--- config.mk ---
export PLATFORM = sky130hd
export DESIGN_NAME = rr_arb_mux_flat
export DESIGN_NICKNAME = d
export VERILOG_FILES = /design/src/rtl/rr_arb_mux_if.sv /design/src/rtl/rr_arb_mux.sv /design/src/flat_wrapper.sv
export SDC_FILE = /design/constraint.sdc
export NUM_CORES = 1
export LEC_CHECK = 0
export CORE_AREA = 2 2 93 50
export DETAILED_ROUTE_END_ITERATION = 8
export DIE_AREA = 0 0 95 52
export PLACE_DENSITY = 0.8
export SYNTH_ARGS = -nofsm -noshare
export SYNTH_HDL_FRONTEND = slang
export SYNTH_SLANG_ARGS = --single-unit
--- constraint.sdc ---
create_clock -name clk -period 5.1 [get_ports clk]
set_clock_uncertainty 0.15 [all_clocks]
set_input_delay 1.02 -clock clk [delete_from_list [all_inputs] [get_ports clk]]
set_output_delay 1.02 -clock clk [all_outputs]
set_load 0.1 [all_outputs]
--- src/rtl/rr_arb_mux_if.sv ---
// Channel-side and output-side handshake bundle for rr_arb_mux.
// The master drives sources, select override and downstream ready; the slave is the mux.
interface rr_arb_mux_if #(
    parameter int DATA_WIDTH = 14,
    parameter int NUM_CH     = 4
);
    localparam int CH_BITS = $clog2(NUM_CH);

    logic [NUM_CH-1:0]            in_valid;
    logic [NUM_CH*DATA_WIDTH-1:0] in_data;
    logic [NUM_CH-1:0]            in_ready;
    logic                         sel_en;
    logic [CH_BITS-1:0]           sel;
    logic                         out_valid;
    logic [DATA_WIDTH-1:0]        out_data;
    logic [CH_BITS-1:0]           out_ch;
    logic                         out_ready;
    logic                         dbg_full;

    modport master (
        output in_valid, in_data, sel_en, sel, out_ready,
        input  in_ready, out_valid, out_data, out_ch, dbg_full
    );

    modport slave (
        input  in_valid, in_data, sel_en, sel, out_ready,
        output in_ready, out_valid, out_data, out_ch, dbg_full
    );
endinterface

--- src/rtl/rr_arb_mux.sv ---
// Registered NUM_CH:1 channel mux with round-robin / fixed-priority arbitration
// and a select override; one output register stage sustaining one word per cycle.
module rr_arb_mux #(
    parameter int DATA_WIDTH = 14,
    parameter int NUM_CH     = 4,
    parameter int MODE       = 0
) (
    input  logic         clk,
    input  logic         rst_n,
    rr_arb_mux_if.slave  io_bus
);
    localparam int CH_BITS = $clog2(NUM_CH);

    typedef enum logic {ST_EMPTY = 1'b0, ST_FULL = 1'b1} state_t;

    state_t                r_state;
    state_t                w_state_nxt;
    logic [DATA_WIDTH-1:0] r_data;
    logic [CH_BITS-1:0]    r_ch;
    logic [CH_BITS-1:0]    r_ptr;

    logic                  w_load_en;
    logic [NUM_CH-1:0]     w_eligible;
    logic [NUM_CH-1:0]     w_grant;
    logic                  w_found;
    logic [CH_BITS-1:0]    w_gidx;
    logic [CH_BITS-1:0]    w_idx;
    logic                  w_xfer;
    logic [DATA_WIDTH-1:0] w_word;

    // Handshake: a word moves on channel i at a rising edge where in_valid[i] and
    // in_ready[i] are both high; the output word leaves where out_valid and out_ready are.
    assign w_load_en = (r_state == ST_EMPTY) | io_bus.out_ready;

    always_comb begin
        w_eligible = '0;
        for (int i = 0; i < NUM_CH; i++) begin
            w_eligible[i] = io_bus.in_valid[i] &
                            (!io_bus.sel_en | (io_bus.sel == CH_BITS'(i)));
        end
    end

    // Search order starts at the rr pointer in MODE 0 and at ch0 in MODE 1.
    always_comb begin
        w_found = 1'b0;
        w_gidx  = '0;
        w_idx   = '0;
        for (int k = 0; k < NUM_CH; k++) begin
            if (MODE == 1) w_idx = CH_BITS'(k);
            else           w_idx = CH_BITS'((int'(r_ptr) + k) % NUM_CH);
            if (!w_found && w_eligible[w_idx]) begin
                w_found = 1'b1;
                w_gidx  = w_idx;
            end
        end
    end

    always_comb begin
        w_grant = '0;
        w_word  = '0;
        for (int i = 0; i < NUM_CH; i++) begin
            if (w_found && (w_gidx == CH_BITS'(i))) begin
                w_grant[i] = 1'b1;
                w_word     = io_bus.in_data[i*DATA_WIDTH +: DATA_WIDTH];
            end
        end
    end

    assign w_xfer          = w_found & w_load_en;
    assign io_bus.in_ready = w_grant & {NUM_CH{w_load_en & rst_n}};

    always_comb begin
        w_state_nxt = r_state;
        if (w_xfer)         w_state_nxt = ST_FULL;
        else if (w_load_en) w_state_nxt = ST_EMPTY;
    end

    always_ff @(posedge clk or negedge rst_n) begin
        if (!rst_n) r_state <= ST_EMPTY;
        else        r_state <= w_state_nxt;
    end

    always_ff @(posedge clk or negedge rst_n) begin
        if (!rst_n) begin
            r_data <= '0;
            r_ch   <= '0;
            r_ptr  <= '0;
        end else if (w_xfer) begin
            r_data <= w_word;
            r_ch   <= w_gidx;
            // Forced transfers must not disturb the fairness rotation.
            if ((MODE == 0) && !io_bus.sel_en) begin
                r_ptr <= (w_gidx == CH_BITS'(NUM_CH - 1)) ? '0 : w_gidx + 1'b1;
            end
        end
    end

    assign io_bus.out_valid = (r_state == ST_FULL);
    assign io_bus.out_data  = r_data;
    assign io_bus.out_ch    = r_ch;
    assign io_bus.dbg_full  = (r_state == ST_FULL);
endmodule
--- src/flat_wrapper.sv ---
// flat-port wrapper written by rule: the top's interface ports become plain ports
module rr_arb_mux_flat 
#(
    parameter int DATA_WIDTH = 14,
    parameter int NUM_CH     = 4,
    parameter int MODE       = 0
)
  (clk, rst_n, io_bus_in_valid, io_bus_in_data, io_bus_sel_en, io_bus_sel, io_bus_out_ready, io_bus_in_ready, io_bus_out_valid, io_bus_out_data, io_bus_out_ch, io_bus_dbg_full);
  rr_arb_mux_if #(.DATA_WIDTH(DATA_WIDTH), .NUM_CH(NUM_CH)) io_bus_i ();
  input  logic clk;
  input  logic rst_n;
  input wire logic [$bits(io_bus_i.in_valid)-1:0] io_bus_in_valid;
  input wire logic [$bits(io_bus_i.in_data)-1:0] io_bus_in_data;
  input wire logic [$bits(io_bus_i.sel_en)-1:0] io_bus_sel_en;
  input wire logic [$bits(io_bus_i.sel)-1:0] io_bus_sel;
  input wire logic [$bits(io_bus_i.out_ready)-1:0] io_bus_out_ready;
  output wire logic [$bits(io_bus_i.in_ready)-1:0] io_bus_in_ready;
  output wire logic [$bits(io_bus_i.out_valid)-1:0] io_bus_out_valid;
  output wire logic [$bits(io_bus_i.out_data)-1:0] io_bus_out_data;
  output wire logic [$bits(io_bus_i.out_ch)-1:0] io_bus_out_ch;
  output wire logic [$bits(io_bus_i.dbg_full)-1:0] io_bus_dbg_full;
  assign io_bus_i.in_valid = io_bus_in_valid;
  assign io_bus_i.in_data = io_bus_in_data;
  assign io_bus_i.sel_en = io_bus_sel_en;
  assign io_bus_i.sel = io_bus_sel;
  assign io_bus_i.out_ready = io_bus_out_ready;
  assign io_bus_in_ready = io_bus_i.in_ready;
  assign io_bus_out_valid = io_bus_i.out_valid;
  assign io_bus_out_data = io_bus_i.out_data;
  assign io_bus_out_ch = io_bus_i.out_ch;
  assign io_bus_dbg_full = io_bus_i.dbg_full;
  rr_arb_mux #(.DATA_WIDTH(DATA_WIDTH), .NUM_CH(NUM_CH), .MODE(MODE)) u_core (.clk(clk), .rst_n(rst_n), .io_bus(io_bus_i));
endmodule
Word level (Yosys, flattened, before mapping)
Index checks and enable logic that the tools add are counted.

Bits in registers: 19. Input bits: 66. Output and inout port bits: 22.

Add/sub/neg operators: 4. $lt $le $gt $ge: 4. Equality and inequality tests: 6. Muxes and demuxes: 27. Bitwise gates (word level): 14. Reductions and logical operators: 15.

Operators by type and width (number): 2-to-1 mux 14 bit (4); 2-to-1 mux 1 bit (14); less-than comparator 2 x 3 -> 1 bit (second input constant) (4); 2-to-1 mux 2 bit (5); binary-select mux 1 bit (select 2 bit) (4); == test 2 bit (second input constant) (4); logical AND 1 bit (7); AND 1 bit (6); bitwise OR 1 bit (5); adder 2 x 1 -> 2 bit (second input constant) (2); adder 2 bit (second input constant) (2); AND 4 bit (1); == test 2 x 1 -> 1 bit (second input constant) (2); logical NOT 1 bit (4); logical NOT 2 bit (2); inverter 1 bit (2); AND reduction 2 bit (1); nonzero test 2 bit (1).

Longest topological paths before layout
Gate-level depths: netlist of the first run.

Depth in word-level cells: 21. Mapped depth: 13.

Least setup slack after synthesis of the first run
Ideal clock, no wire load.

Path kind: input -> output. Start point: in io_bus_sel[0]. End point: out io_bus_in_ready[3]. Arrival: 3815 ps. Slack: 115 ps. Stages on the path: 10. Cells stage by stage: buf_2 -> and4bb_2 -> a211oi_4 -> a211oi_1 -> a311o_1 -> nor2_1 -> ha_1 -> clkbuf_1 -> clkbuf_1 -> and3_1.

Word-level cells in the longest chain between the ends: 19. Elaborated cells on any way between the ends: 38.

RTL lines: from (decl) (line flat_wrapper.sv:15) `input wire logic [$bits(io_bus_i.sel)-1:0] io_bus_sel;`; == test 2 x 1 -> 1 bit (tied with other cells) (line rr_arb_mux.sv:39) `(!io_bus.sel_en | (io_bus.sel == CH_BITS'(i)));`; bitwise OR 1 bit (line rr_arb_mux.sv:39); AND 1 bit (line rr_arb_mux.sv:38) `w_eligible[i] = io_bus.in_valid[i] &`; binary-select mux 1 bit (select 2 bit) (line rr_arb_mux.sv:51) `if (!w_found && w_eligible[w_idx]) begin`; 2-to-1 mux 1 bit (not written as such) (line rr_arb_mux.sv:51); 2-to-1 mux 1 bit (line rr_arb_mux.sv:51); logical NOT 1 bit (line rr_arb_mux.sv:51); logical AND 1 bit (line rr_arb_mux.sv:51); [... 4 more ...]; logical NOT 1 bit (line rr_arb_mux.sv:51); logical AND 1 bit (line rr_arb_mux.sv:51); 2-to-1 mux 2 bit (*) (line rr_arb_mux.sv:51); net u_core.w_gidx[0] (line rr_arb_mux.sv:26) `logic [CH_BITS-1:0] w_gidx;`; == test 2 bit (*) (line rr_arb_mux.sv:62) `if (w_found && (w_gidx == CH_BITS'(i))) begin`; logical AND 1 bit (*) (line rr_arb_mux.sv:62); 2-to-1 mux 1 bit (*) (line rr_arb_mux.sv:62); AND 4 bit (*) (line rr_arb_mux.sv:70) `assign io_bus.in_ready = w_grant & {NUM_CH{w_load_en & rst_n}};`; to (decl) (line flat_wrapper.sv:17) `output wire logic [$bits(io_bus_i.in_ready)-1:0] io_bus_in_ready;`.

Mark *: on every way through the listed nets, which the timed path passes. The rest lies on a longest branch. The select of a mux whose other input is x is not followed.

Final worst setup path of the first run
Start point: in io_bus_sel[1]. End point: out io_bus_in_ready[1].

Word-level cells in the longest chain between the ends: 19. Elaborated cells on any way between the ends: 38.

RTL lines (line): == test 2 x 1 -> 1 bit (tied with other cells) (rr_arb_mux.sv:39); bitwise OR 1 bit (rr_arb_mux.sv:39); AND 1 bit (rr_arb_mux.sv:38); binary-select mux 1 bit (select 2 bit) (rr_arb_mux.sv:51); 2-to-1 mux 1 bit (not written as such) (rr_arb_mux.sv:51); 2-to-1 mux 1 bit (rr_arb_mux.sv:51); logical NOT 1 bit (rr_arb_mux.sv:51); logical AND 1 bit (rr_arb_mux.sv:51); [... 4 more ...]; logical NOT 1 bit (rr_arb_mux.sv:51); logical AND 1 bit (rr_arb_mux.sv:51); 2-to-1 mux 2 bit (*) (rr_arb_mux.sv:51); net u_core.w_gidx[0] (rr_arb_mux.sv:26); == test 2 x 1 -> 1 bit (*) (rr_arb_mux.sv:62); logical AND 1 bit (*) (rr_arb_mux.sv:62); 2-to-1 mux 1 bit (*) (rr_arb_mux.sv:62); AND 4 bit (*) (rr_arb_mux.sv:70).

Marks and branches as above.

==> results.py, run 1 <==
metrics = {
    "worst_setup_path": {
        "endpoint_kind": "primary output",
        "critical_path_required_ns": 3.93,
        "critical_path_arrival_ns": 3.50,
        "cp-startpoint": "io_bus_sel[1]",
        "timing.rr.start": "u_core.r_ptr[0]",
        "critPathLaunchType": "primary input",
        "critical_path_peak_fanout": 8,
        "criticalPathCategory": "primary input to primary output",
    },
    "power_and_ir_drop": {
        "power_density_mw_per_mm2": 617,
        "power.static_leakage_nw": 1.06,
        "ir_worst_vdd_uv": 265,
        "fin_total_pwr_w": 0.00157,
    },
    "yosys": {
        "yosys.cell_types.count": 41,
        "synthesis.nets": 251,
        "synth_area_leader_cell": "sky130_fd_sc_hd__dfrtp_1",
        "yosysWarnings": 0,
        "post_synth_inst_count": 181,
        "post-synth-top-area-fraction_pct": 30.7,
        "netlist_area_mm2": 0.00155,
        "synth_seq_cells": 19,
        "sequential_cell_area_fraction_in_the_yosys_report_pct": 30.7,
        "post_synth_main_area_contributors": "sky130_fd_sc_hd__dfrtp_1 (31%), sky130_fd_sc_hd__a21oi_1 (9.7%), sky130_fd_sc_hd__a221oi_1 (7.9%), sky130_fd_sc_hd__o41ai_1 (7.9%), sky130_fd_sc_hd__nand2_1 (4.6%)",
        "syn_area_per_cell_um2": 8.54,
    },
    "timing": {
        "slew_headroom_pct": 33.4,
        "max_freq_ghz": 0.214,
        "timing_max_transition_violations_final": 0,
        "fin_tns_setup_ns": 0,
        "report.final.hold_viol_count": 0,
        "max_slew.worst_pin.slew_ns": 0.996,
        "timing.final.crit_share_pct": 91.6,
        "setup-violations-final": 0,
        "rsz0062_at_grt": "no",
        "fin_hold_ws_ns": 0.325,
        "timing.final.ws_setup_ns": 0.427,
        "final.min_clock_period_ns": 4.67,
    },
    "place": {
        "place.port_buffers": 87,
        "place.detailed.hpwl_um": 3880,
        "gp_congestion": 0.844,
        "place.detailed.instances": 314,
        "dp_slack_ns": 0.443,
    },
    "clock_network": {
        "cts_root_buffer": "sky130_fd_sc_hd__clkbuf_8",
        "insertion_delay_ns": 0.25,
        "cts_resized": 0,
        "cts_post_setup_buffers_inserted": 0,
        "clk_pin_slew_worst_paths_ns": 0.07,
        "cts_inserted_buffers": 3,
        "tritoncts": "done",
        "holdBufCountCts": 0,
        "cts.sink_count": 19,
        "ctsHtreeMaxLevel": 1,
        "clock_path_buffers": 2,
    },
    "min_path": {
        "hold_path_class": "flip-flop to flip-flop",
        "min_from": "u_core.io_bus.out_data[5]",
    },
    "route": {
        "wire_length_per_cell_after_detailed_routing_um": 15.4,
        "detail_route.wirelength_um": 4900,
        "via_count": 1710,
        "pre_repair_dr_iteration_count": 4,
        "drc_errors": 0,
        "drt.antenna.violating_nets": 0,
        "drt_iter0_drc": 99,
        "detail_route.vias_per_cell": 5.38,
    },
    "floorplanning": {
        "fp.dieW_um": 95,
        "rows": 17,
        "core_mm2": 0.00419,
        "floorplan.initialDensity_pct": 36.9,
        "floorplan.die_area_mm2": 0.00494,
        "io_pins": 88,
        "die_h_um": 52,
    },
    "flow_run": {
        "max_cap_viol_count": 0,
    },
    "layout": {
        "n_antenna_cell": 0,
        "num-fill-cells": 347,
        "nets": 332,
        "layout-drive-gt1-share_pct": 9.96,
        "final_cell_count_no_fill": 318,
        "layout_overhead_on_the_synthesized_area_pct": 64.7,
    },
    "grt": {
        "grt_pass1_vias": 1592,
        "overflow": 0,
        "number_of_antenna_violations_at_the_first_check_in_global_routing": 0,
        "wire_length_of_the_first_global_routing_pass_um": 7560,
        "grt_start_max_net_pins": 30,
        "grt_util_all_layers_pct": 20.0,
    },
    "status": {
        "outcome": "complete, no violations",
    },
}
## layout make-up
type | instances | area (um^2) | area share [%]
Inverter | 18 | 67.6 | 2.65
Sequential cell | 19 | 475 | 18.7
Clock inverter | 1 | 5.00 | 0.196
Clock buffer | 3 | 41.3 | 1.62
Timing Repair Buffer | 93 | 956 | 37.5
Tap cell | 57 | 71.3 | 2.80
Multi-Input combinational cell | 127 | 931 | 36.5
## registers in the layout, summed over array words and instances (netlist names)
register and flops:
u_core.r_ptr 2, u_core.io_bus.out_data 14, u_core.io_bus.dbg_full 1, u_core.io_bus.out_ch 2
## worst paths after layout
path,end,slack (ns),cells past startpoint
setup / recovery,io_bus_in_ready[1],0.43,9
hold / removal,u_core.io_bus.out_data[5],0.33,2
setup reg to reg,u_core.io_bus.out_data[1],1.31,9
hold reg to reg,u_core.io_bus.out_data[5],0.33,2
max in group asynchronous,u_core.io_bus.out_data[9],3.62,2
min in group asynchronous,u_core.io_bus.out_data[1],0.95,2
## layer usage
metal / vias to the layer above / track usage [%] / share of wire [%]
li1: 850 / - / -
met1: 784 / 27.5 / 47
met2: 74 / 30.9 / 42
met3: 2 / 8.26 / 11
met4: 0 / 1.45 / 0.20
met5: - / 0 / 0
## cells in the mapped netlist (all sizes together)
master / instances
a211oi: 3
o22ai: 1
and4bb: 1
o41ai: 14
and3: 4
nor2b: 2
inv: 18
ha: 4
a21o: 1
nor2: 3
mux2i: 4
nand4b: 3
and4b: 1
or2: 2
a21oi: 30
or3: 1
o221ai: 2
o21a: 1
nand2: 19
a311o: 1
o31ai: 2
a2bb2oi: 1
and4: 1
a221oi: 14
o211ai: 1
nor3: 1
a311oi: 1
mux2: 3
nand4: 1
o221a: 1
buf: 7
nand3: 1
nand2b: 2
dfrtp: 19
clkbuf: 10
nand4bb: 1
## cell families (layout without fill, tap and decap cells)
logic type	count (synthesis)	count (layout)	synth area share [%]
DFF	19	19	30.7
and+or+nand+nor	43	43	15.6
muxes	7	7	5.02
buffers and inverters	35	115	9.63
adders and majority gates	4	4	3.24
AOI/OAI and AO/OA	73	73	35.8
## where the power goes
group	internal [W]	leakage (nW)	switching, W
Sequential	0.000214	0.237	0.0000539
Combinational	0.000385	0.801	0.000815
Clock	0.0000543	0.0255	0.0000493
## metrics by stage
step | util, % | cell area, um^2
after floorplan | - | 1550
after global placement | 59.7 | 2500
after detailed placement | 59.7 | 2500
after CTS | 60.8 | 2550
after global routing | 60.8 | 2550
final | 60.8 | 2550
## cells in the final DEF, fill, tap and decap left out, drive strengths merged, types with 2 or more instances in the layout
cell type	synthesis	routed
or2	2	2
o31ai	2	2
nand4b	3	3
nor2	3	3
clkbuf	10	3
a21oi	30	30
a211oi	3	3
o221ai	2	2
ha	4	4
dfrtp	19	19
clkdlybuf4s50	0	83
buf	7	10
nand2b	2	2
mux2	3	3
mux2i	4	4
nand2	19	19
a221oi	14	14
nor2b	2	2
and3	4	4
o41ai	14	14
inv	18	18
## worst max-delay path, stage by stage
cell	delay, ns
sky130_fd_sc_hd__clkdlybuf4s50_1	0.51
sky130_fd_sc_hd__or2_1	0.32
sky130_fd_sc_hd__o221ai_2	0.36
sky130_fd_sc_hd__a211oi_1	0.13
sky130_fd_sc_hd__a311o_1	0.39
sky130_fd_sc_hd__nor2_1	0.17
sky130_fd_sc_hd__ha_1	0.21
sky130_fd_sc_hd__and3_1	0.20
sky130_fd_sc_hd__buf_12	0.18
Power figures use the tool's default switching activity.
==> inputs of run 2 (changes only) <==
--- a/config.mk
+++ b/config.mk
@@ -8,7 +8,7 @@
 export CORE_AREA = 2 2 93 50
 export DETAILED_ROUTE_END_ITERATION = 8
 export DIE_AREA = 0 0 95 52
-export PLACE_DENSITY = 0.8
+export PLACE_DENSITY = 0.76
 export SYNTH_ARGS = -nofsm -noshare
 export SYNTH_HDL_FRONTEND = slang
 export SYNTH_SLANG_ARGS = --single-unit
==> results.py, run 2 (same netlist as run 1, synthesis figures left out) <==
metrics = {
    "timing": {
        "final.min_clock_period_ns": 4.76,
        "report.final.hold_viol_count": 0,
        "slew_headroom_pct": 32.3,
        "max_freq_ghz": 0.210,
        "timing.final.crit_share_pct": 93.3,
        "setup-violations-final": 0,
        "rsz0062_at_grt": "no",
        "fin_tns_setup_ns": 0,
        "max_slew.worst_pin.slew_ns": 1.01,
        "timing_max_transition_violations_final": 0,
        "fin_hold_ws_ns": 0.326,
    },
    "worst_setup_path": {
        "timing.critical_path.buf_inv": 2,
        "worst_r2r_path_depth": 10,
        "critPathLaunchType": "primary input",
        "crit_path_cell_trace": "clkdlybuf4s50_1 -> or2_1 -> o221ai_2 -> a211oi_1 -> a311o_1 -> nor2_1 -> ha_1 -> and3_1 -> buf_12",
        "cp_top_family": "compound AO/OA/AOI/OAI gates",
        "worst-path-stages": 9,
        "criticalPathCategory": "primary input to primary output",
        "critical_path_peak_fanout": 8,
        "endpoint_kind": "primary output",
        "crit_path_top_delay_cell": "sky130_fd_sc_hd__clkdlybuf4s50_1",
        "regToRegSetupSlack_ns": 1.15,
        "critical_path.max_stage_delay_ns": 0.51,
        "critical_path_required_ns": 3.93,
        "critical_path_arrival_ns": 3.59,
    },
    "route": {
        "detail_route.wirelength_um": 5000,
        "drt_iter0_drc": 78,
        "detail_route.vias_per_cell": 5.51,
        "drc_errors": 0,
        "wire_length_per_cell_after_detailed_routing_um": 15.7,
        "drt.antenna.violating_nets": 0,
        "via_count": 1759,
        "pre_repair_dr_iteration_count": 4,
    },
    "power_and_ir_drop": {
        "power_density_mw_per_mm2": 620,
        "p_int_w": 0.000661,
        "comb_power_share_pct": 76.4,
        "ir_worst_vdd_uv": 312,
        "switching_share_pct": 58.2,
        "power.share.clock_pct": 6.8,
        "switching_power_w": 0.000922,
        "power.static_leakage_nw": 1.07,
        "sequential_share_of_power_pct": 16.9,
    },
    "flow_run": {
        "max_cap_viol_count": 0,
    },
    "clock_network": {
        "cts_root_buffer": "sky130_fd_sc_hd__clkbuf_8",
        "clock_path_buffers": 2,
        "cts_resized": 0,
        "clk_pin_slew_worst_paths_ns": 0.08,
        "cts.sink_count": 19,
        "cts_inserted_buffers": 3,
        "holdBufCountCts": 0,
        "tritoncts": "done",
        "insertion_delay_ns": 0.26,
        "cts_post_setup_buffers_inserted": 0,
        "ctsHtreeMaxLevel": 1,
    },
    "floorplanning": {
        "die_h_um": 52,
        "core_mm2": 0.00419,
        "floorplan.initialDensity_pct": 36.9,
        "fp.dieW_um": 95,
        "io_pins": 88,
        "floorplan.die_area_mm2": 0.00494,
        "rows": 17,
    },
    "place": {
        "gp_congestion": 0.871,
        "place.port_buffers": 87,
        "place.detailed.hpwl_um": 3960,
    },
    "layout": {
        "layout_overhead_on_the_synthesized_area_pct": 65.2,
        "layout.cells.most_common": "sky130_fd_sc_hd__clkdlybuf4s50_1",
        "num-fill-cells": 353,
        "nets": 333,
        "largest_register_ffs": 14,
        "final_cell_mix": "sky130_fd_sc_hd__clkdlybuf4s50_1 (83), sky130_fd_sc_hd__a21oi_1 (30), sky130_fd_sc_hd__nand2_1 (19), sky130_fd_sc_hd__dfrtp_1 (19), sky130_fd_sc_hd__inv_1 (18)",
        "n_antenna_cell": 0,
        "layout-drive-gt1-share_pct": 10.3,
    },
    "min_path": {
        "hold_path_class": "flip-flop to flip-flop",
        "holdPathStages": 2,
    },
    "grt": {
        "number_of_antenna_violations_at_the_first_check_in_global_routing": 0,
        "global_route.usage.met1_pct": 29.5,
        "grt.busiest_layer": "met2",
        "wire_length_of_the_first_global_routing_pass_um": 7910,
        "overflow": 0,
        "groute.layer.met3.usage_pct": 7.83,
        "grt_start_max_net_pins": 33,
        "grt_util_all_layers_pct": 20.9,
        "grt_pass1_vias": 1660,
        "met2_usage_pct": 31.0,
    },
    "status": {
        "outcome": "complete, no violations",
    },
}
-- run 2: cell types whose count changed in the layout (fill, tap and decap cells not counted) --
cell	previous run	this run
sky130_fd_sc_hd__buf_4	6	7
-- run 2: through the flow --
stage	power, W	cell area, um^2	cells	util (%)	setup slack (ns)
final	0.00158	2550	319	61.0	0.342
after global routing	0.00169	2550	319	61.0	0.155
after CTS	0.00159	2550	319	61.0	0.371
after detailed placement	0.00148	2510	315	59.9	0.302
after global placement	0.00146	2510	315	59.9	0.434
after floorplan	0.00116	1550	181	-	0.115
-- run 2: power by group through the flow --
stage | Combinational, W | Sequential (W) | Clock [W]
finish | 0.00121 | 0.000267 | 0.000107
global route | 0.00129 | 0.000279 | 0.000119
CTS | 0.00121 | 0.000267 | 0.000107
detailed placement | 0.00121 | 0.000269 | 0
global placement | 0.00119 | 0.000269 | 0
floorplan | 0.000531 | 0.000634 | 0
-- run 2: cell type report --
| class | instances | area (um^2) | area share (%) |
|---|---|---|---|
| Timing Repair Buffer | 94 | 963 | 37.7 |
| Multi-Input combinational cell | 127 | 931 | 36.4 |
| Sequential cell | 19 | 475 | 18.6 |
| Tap cell | 57 | 71.3 | 2.79 |
| Inverter | 18 | 67.6 | 2.64 |
| Clock buffer | 3 | 41.3 | 1.62 |
| Clock inverter | 1 | 5.00 | 0.196 |
-- run 2: tightest hold or removal path, delay by kind of cell (launching register included) --
family          cells  cell delay [ns]
simple gates        1             0.05
compound gates      1             0.05
flops               1             0.35
-- run 2: metal layers --
metal	vias up	routed length, um
li1	851	-
met1	819	2310
met2	85	2080
met3	4	571
met4	0	37
met5	-	0
-- run 2: final timing paths --
kind / start / endpoint
max: io_bus_sel[1] / io_bus_in_ready[1]
min: u_core.io_bus.out_data[9] / u_core.io_bus.out_data[9]
max reg2reg: u_core.r_ptr[0] / u_core.io_bus.out_data[8]
min reg2reg: u_core.io_bus.out_data[9] / u_core.io_bus.out_data[9]
max in group asynchronous: rst_n / u_core.io_bus.out_data[12]
min in group asynchronous: rst_n / u_core.io_bus.out_data[3]
